[config.mk]
export PLATFORM = sky130hd
export DESIGN_NAME = mul_issue_ctrl
export DESIGN_NICKNAME = d
export VERILOG_FILES = /design/src/rtl/mul_issue_ctrl_pkg.sv /design/src/rtl/mul_tag_pipe.sv /design/src/rtl/mul_issue_ctrl.sv
export SDC_FILE = /design/constraint.sdc
export NUM_CORES = 1
export LEC_CHECK = 0
export BUFFER_PORTS_ARGS = -buffer_cell sky130_fd_sc_hd__buf_2
export CAP_MARGIN = 20
export CORE_UTILIZATION = 54
export DETAILED_ROUTE_END_ITERATION = 16
export PLACE_DENSITY = 0.91
export SLEW_MARGIN = 25
export SYNTH_ARGS = -nofsm -noshare
export SYNTH_HDL_FRONTEND = slang
export SYNTH_SLANG_ARGS = --single-unit
[constraint.sdc]
create_clock -name clk_i -period 3.3 [get_ports clk_i]
set_clock_uncertainty 0.15 [all_clocks]
set_input_delay 0.66 -clock clk_i [delete_from_list [all_inputs] [get_ports clk_i]]
set_output_delay 0.66 -clock clk_i [all_outputs]
set_load 0.05 [all_outputs]
[src/rtl/mul_issue_ctrl_pkg.sv]
// rtl/mul_issue_ctrl_pkg.sv - shared multiply op encoding and pipeline latency default
package mul_issue_ctrl_pkg;

  localparam int MUL_LATENCY_DFLT = 5;

  typedef enum logic [1:0] {
    MUL_    = 2'd0,
    MULH_   = 2'd1,
    MULHSU_ = 2'd2,
    MULHU_  = 2'd3
  } mul_ops_e;

endpackage

[src/rtl/mul_tag_pipe.sv]
// rtl/mul_tag_pipe.sv - {valid, tag} shift pipeline that mirrors the multiply unit stages
module mul_tag_pipe #(
  parameter int DEPTH = 5,
  parameter int TAG_W = 5
) (
  input  logic             i_clk,
  input  logic             i_rst_n,
  input  logic             i_shift_en,
  input  logic             i_clear,
  input  logic             i_load_valid,
  input  logic [TAG_W-1:0] i_load_tag,
  output logic [DEPTH-1:0] o_valid,
  output logic [TAG_W-1:0] o_tail_tag
);

  logic [DEPTH-1:0] r_valid;
  logic [TAG_W-1:0] r_tag [DEPTH];

  // Clear wins over shift so a flush drops even the entry being loaded.
  always_ff @(posedge i_clk) begin
    if (!i_rst_n) begin
      r_valid <= '0;
      for (int i = 0; i < DEPTH; i++) begin
        r_tag[i] <= '0;
      end
    end else begin
      if (i_shift_en) begin
        r_valid[0] <= i_load_valid;
        r_tag[0]   <= i_load_tag;
        for (int i = 1; i < DEPTH; i++) begin
          r_valid[i] <= r_valid[i-1];
          r_tag[i]   <= r_tag[i-1];
        end
      end
      if (i_clear) begin
        r_valid <= '0;
      end
    end
  end

  assign o_valid    = r_valid;
  assign o_tail_tag = r_tag[DEPTH-1];

endmodule

[src/rtl/mul_issue_ctrl.sv]
// rtl/mul_issue_ctrl.sv - issue/stall/flush control and result tagging for a fixed-latency multiplier
module mul_issue_ctrl
  import mul_issue_ctrl_pkg::*;
#(
  parameter int MUL_LATENCY = MUL_LATENCY_DFLT,
  parameter int TAG_W       = 5
) (
  input  logic             clk_i,
  input  logic             rst_n_i,
  input  logic             issue_valid_i,
  output logic             issue_ready_o,
  input  mul_ops_e         issue_ops_i,
  input  logic [TAG_W-1:0] issue_rd_i,
  input  logic             flush_i,
  output logic             mul_clk_en_o,
  output mul_ops_e         mul_ops_o,
  output logic             result_valid_o,
  output logic [TAG_W-1:0] result_rd_o,
  input  logic             result_ready_i,
  output logic             busy_o,
  output logic [31:0]      issued_cnt_o
);

  logic [MUL_LATENCY-1:0] w_valid;
  logic [TAG_W-1:0]       w_tail_tag;
  logic                   w_adv;
  logic                   w_accept;
  logic [31:0]            r_issued_cnt;

  // The whole unit freezes only when an unconsumed result sits at the output.
  assign w_adv    = !(w_valid[MUL_LATENCY-1] && !result_ready_i);
  assign w_accept = issue_valid_i && issue_ready_o;

  assign issue_ready_o  = w_adv && !flush_i && rst_n_i;
  assign mul_clk_en_o   = w_adv;
  assign mul_ops_o      = issue_ops_i;
  assign result_valid_o = w_valid[MUL_LATENCY-1];
  assign result_rd_o    = w_tail_tag;
  assign busy_o         = |w_valid;
  assign issued_cnt_o   = r_issued_cnt;

  mul_tag_pipe #(
    .DEPTH (MUL_LATENCY),
    .TAG_W (TAG_W)
  ) u_tag_pipe (
    .i_clk        (clk_i),
    .i_rst_n      (rst_n_i),
    .i_shift_en   (w_adv),
    .i_clear      (flush_i),
    .i_load_valid (w_accept),
    .i_load_tag   (issue_rd_i),
    .o_valid      (w_valid),
    .o_tail_tag   (w_tail_tag)
  );

  always_ff @(posedge clk_i) begin
    if (!rst_n_i) begin
      r_issued_cnt <= '0;
    end else begin
      r_issued_cnt <= r_issued_cnt + {31'd0, w_accept};
    end
  end

endmodule
==> metrics.md <==
| Metric | Value |
|---|---|
| Finished Cell Area | 0.003161 mm2 |
| DRC viols | 0 |
| P_int | between 0.001 and 0.0015 W |
| Area leader, netlist | edfxtp_1 |
| Worst R2R Path Depth | 9 |
| Critical path cell sequence | buf_2, inv_1, nor3_4, and2_1, ha_1, ha_1, and4_1, nand3_2, or4_1, a21oi_1 |
| Vias | 2153 |
| Post-synth top area share | 0.2765 |
| Cells after Synth | around 270 |
| WL final | around 5.3 mm |
| Synth area leaders | edfxtp_1 (28%), dfxtp_1 (27%), and3_1 (6.2%), a21oi_1 (4.2%), nand2_1 (3.3%) |
| DP HPWL | between 3 and 4 mm |
| Yosys warns | 0 |
| Slowest-stage cell, CP | or4_1 |
| Post-CTS Resized | 0 |
| CP required | about 3400 ps |
| Slew @ Worst Pin | ~950 ps |
| First drt pass iteration count | 4 |
| Drt via density | around 5.6 |
| Vias in the first global route | 1860 |
| Hold_buf cts | 0 |
| Register area | between 0.001 and 0.0015 mm2 |
| Syn Std Cell Area | between 0.002 and 0.003 mm2 |
| R2R setup slack | 590 ps |
| Syn Area/Cell | 10.09 um2 |
| Die ar. | around 0.0053 mm2 |
| CP arrival | roughly 2800 ps |
| GRT overflow | 0 |
| Slowest stage delay, CP | 550 ps |
| Clock Pin Slew Worst Setup and Hold Paths | about 70 ps |
| Status | completed |
| Buffers on Ports | 50 |
| # H-tree levels | 3 |
| Comb power frac | 0.029 |
| Min cycle time layout | about 2700 ps |
| Rel. slew slack | 0.3619 |
| Crit Reg-Reg Startpoint | u_tag_pipe.o_valid[4] |
| HP Class | register to register |
| Setup violations, final | 0 |
| PD cells | ~470 mW/mm2 |
| CTS Buf Count | 9 |
| Worst Path Max Fanout | 9 |
| Seq/Total Area, Yosys | 0.5493 |
| Clock root cell | clkbuf_8 |
| RSZ-0062 raised after global routing | false |
| Tightest hold margin | approximately 330 ps |
| Critical Path Sink Type | register |
| CTS max path bufs | 2 |
| Final TNS setup | 0 ps |
| CTS tree | built |
| DR iter-0 viols | around 200 |
| CP Capture Point | issued_cnt_o[18] |
| Worst Setup Start Kind | input port |
| NetSw | roughly 0.0003 W |
| Die height | ~73 um |
| Origin of the worst setup path | rst_n_i |
| Largest net degree at the start of global routing | 32 |
| Starting Density | 0.5673 |
| Clock power frac | 0.431 |
| Placed cell area | 0.002968 mm2 |
| Pleak | ~1.3 nW |
| FILL cells | between 300 and 400 |
| Fmax | between 300 and 400 MHz |
| Antenna violations before repair | 0 |
| Die width | approximately 73 um |
| Crit path kind | input port to register |
| Most frequent CP cell | ha_1 |
| Period utilization | 0.8269 |
| Core Region | 0.004786 mm2 |
| # Max-Cap Violations | 0 |
| Post-CTS setup buffers | 0 |
| First-pass GRT wire length | slightly above 8 mm |
| ANT cells | 0 |
| Post-synth net total | approximately 280 |
| Switching share of power | 0.2067 |
| Reg2reg end | issued_cnt_o[18] |
| Combined area of the multi-input logic cells | approximately 0.0011 mm2 |
| CTS sink cnt | 62 |
| Worst skew pair latency | 330 ps |
| Flop pwr share | 0.540 |
| Yosys reg bits | 62 |
| Area grow syn2layout | 16.41% |
| Worst IR Drop VDD | roughly 0.25 mV |
| Io pins | 55 |
| Detail Route Antenna Nets | 0 |
| Gr usage total | 0.2076 |
| Post-synth cell types | 33 |
| Layout Nets | around 330 |
| Final Hold Fails | 0 |
| Wirelength per Cell | roughly 14 um |
| Hold path startpoint | u_tag_pipe.o_valid[0] |
| Pins Over Slew Limit | 0 |
| Row Count | 25 |
| Layout cells sized above 1 | 0.2310 |
| GP Congestion | between 0.7 and 0.8 |
## how the worst min path moves through the flow
stage                                  endpoint  slack, ps  depth (start not counted)
after detailed placement       issued_cnt_o[31]        310                          2
after global routing           issued_cnt_o[31]        340                          2
after floorplan           u_tag_pipe.o_valid[0]        290                          2
after CTS                      issued_cnt_o[31]        320                          2
after global placement         issued_cnt_o[31]        300                          2
final                     u_tag_pipe.o_valid[0]        330                          2
## registers in the layout, summed over array words and instances, names as in the netlist
name	count
u_tag_pipe.r_tag	25
issued_cnt_o	32
u_tag_pipe.o_valid	5
## synth_stat cells (all sizes together)
cell     n
or4b     2
nor4     1
o41ai    2
xnor2    3
o31ai   10
nand4    9
buf     10
inv      5
xor2     7
nand2b   2
and2     6
nand3   10
nor2b    1
and4     6
or4     12
nand2   24
o21ai    7
nor3     3
dfxtp   37
or3      7
nand3b   1
clkbuf  13
ha       2
a21oi   23
nor2    13
and3    27
mux2i    1
edfxtp  25
## per-layer routing
layer,part of all wire,routed length [um],up-vias,GRT usage
met4,0.020,105,0,0.1242
met1,0.44,2342,1016,0.2681
li1,-,-,1069,-
met5,0,0,-,0
met3,0.058,305,9,0.06906
met2,0.48,2514,59,0.3032
## power by group through the flow
stage	clock, W	combinational [W]	sequential (W)
6_report	0.000644	0.0000433	0.000807
5_1_grt	0.000684	0.0000475	0.000807
4_1_cts	0.000659	0.0000433	0.000807
3_5_place_dp	0	0.0000431	0.000824
3_3_place_gp	0	0.0000419	0.000823
2_1_floorplan	0	0.0000335	0.000826
## kinds of logic after synthesis
kind of cell               after synthesis  share of synthesized area
and+or+nand+nor                        124                     0.2641
muxes                                    1                   0.003687
AOI/OAI and AO/OA                       42                    0.08940
DFF                                     62                     0.5493
adders and majority gates                2                   0.009215
xor gates and xnor gates                10                    0.03226
buffers and inverters                   28                    0.05208
## per-stage QoR
| stage | power, W | cells | util | worst slack (ps) |
|---|---|---|---|---|
| 3_5_place_dp | 0.0008668 | 367 | 0.6201 | 244.7 |
| 5_1_grt | 0.001539 | 383 | 0.6604 | 389.7 |
| 4_1_cts | 0.001509 | 383 | 0.6604 | 578.7 |
| 3_3_place_gp | 0.0008648 | 367 | 0.6201 | 316.9 |
| 2_1_floorplan | 0.0008594 | 269 | - | 18.70 |
| 6_report | 0.001495 | 383 | 0.6604 | 571.2 |
## layout make-up
| cell class | count | area share |
|---|---|---|
| Sequential cell | 62 | 0.4719 |
| Multi-Input combinational cell | 179 | 0.3460 |
| Tap cell | 67 | 0.02652 |
| Timing Repair Buffer | 54 | 0.08868 |
| Clock buffer | 12 | 0.04592 |
| Clock inverter | 4 | 0.01504 |
| Inverter | 5 | 0.005938 |
## cells in the final DEF, fill, tap and decap left out, drive strengths merged, types with 2 or more instances in the layout
cell / n
nand4: 9
nand3: 10
nor3: 3
dfxtp: 37
clkbuf: 12
or4: 12
o31ai: 10
buf: 54
ha: 2
edfxtp: 25
and3: 27
xor2: 7
o41ai: 2
and2: 6
inv: 5
clkinv: 2
or4b: 2
o21ai: 7
and4: 6
or3: 7
a21oi: 23
nor2: 13
xnor2: 3
nand2: 24
nand2b: 2
## critical path, delay by kind of cell
family	cells	cell delay, ps
AND/OR/NAND/NOR	5	1420
AO/OA/AOI/OAI	1	160
adder cells (fa/ha/maj)	2	420
buffers and inverters	2	170
Power figures use the tool's default switching activity.
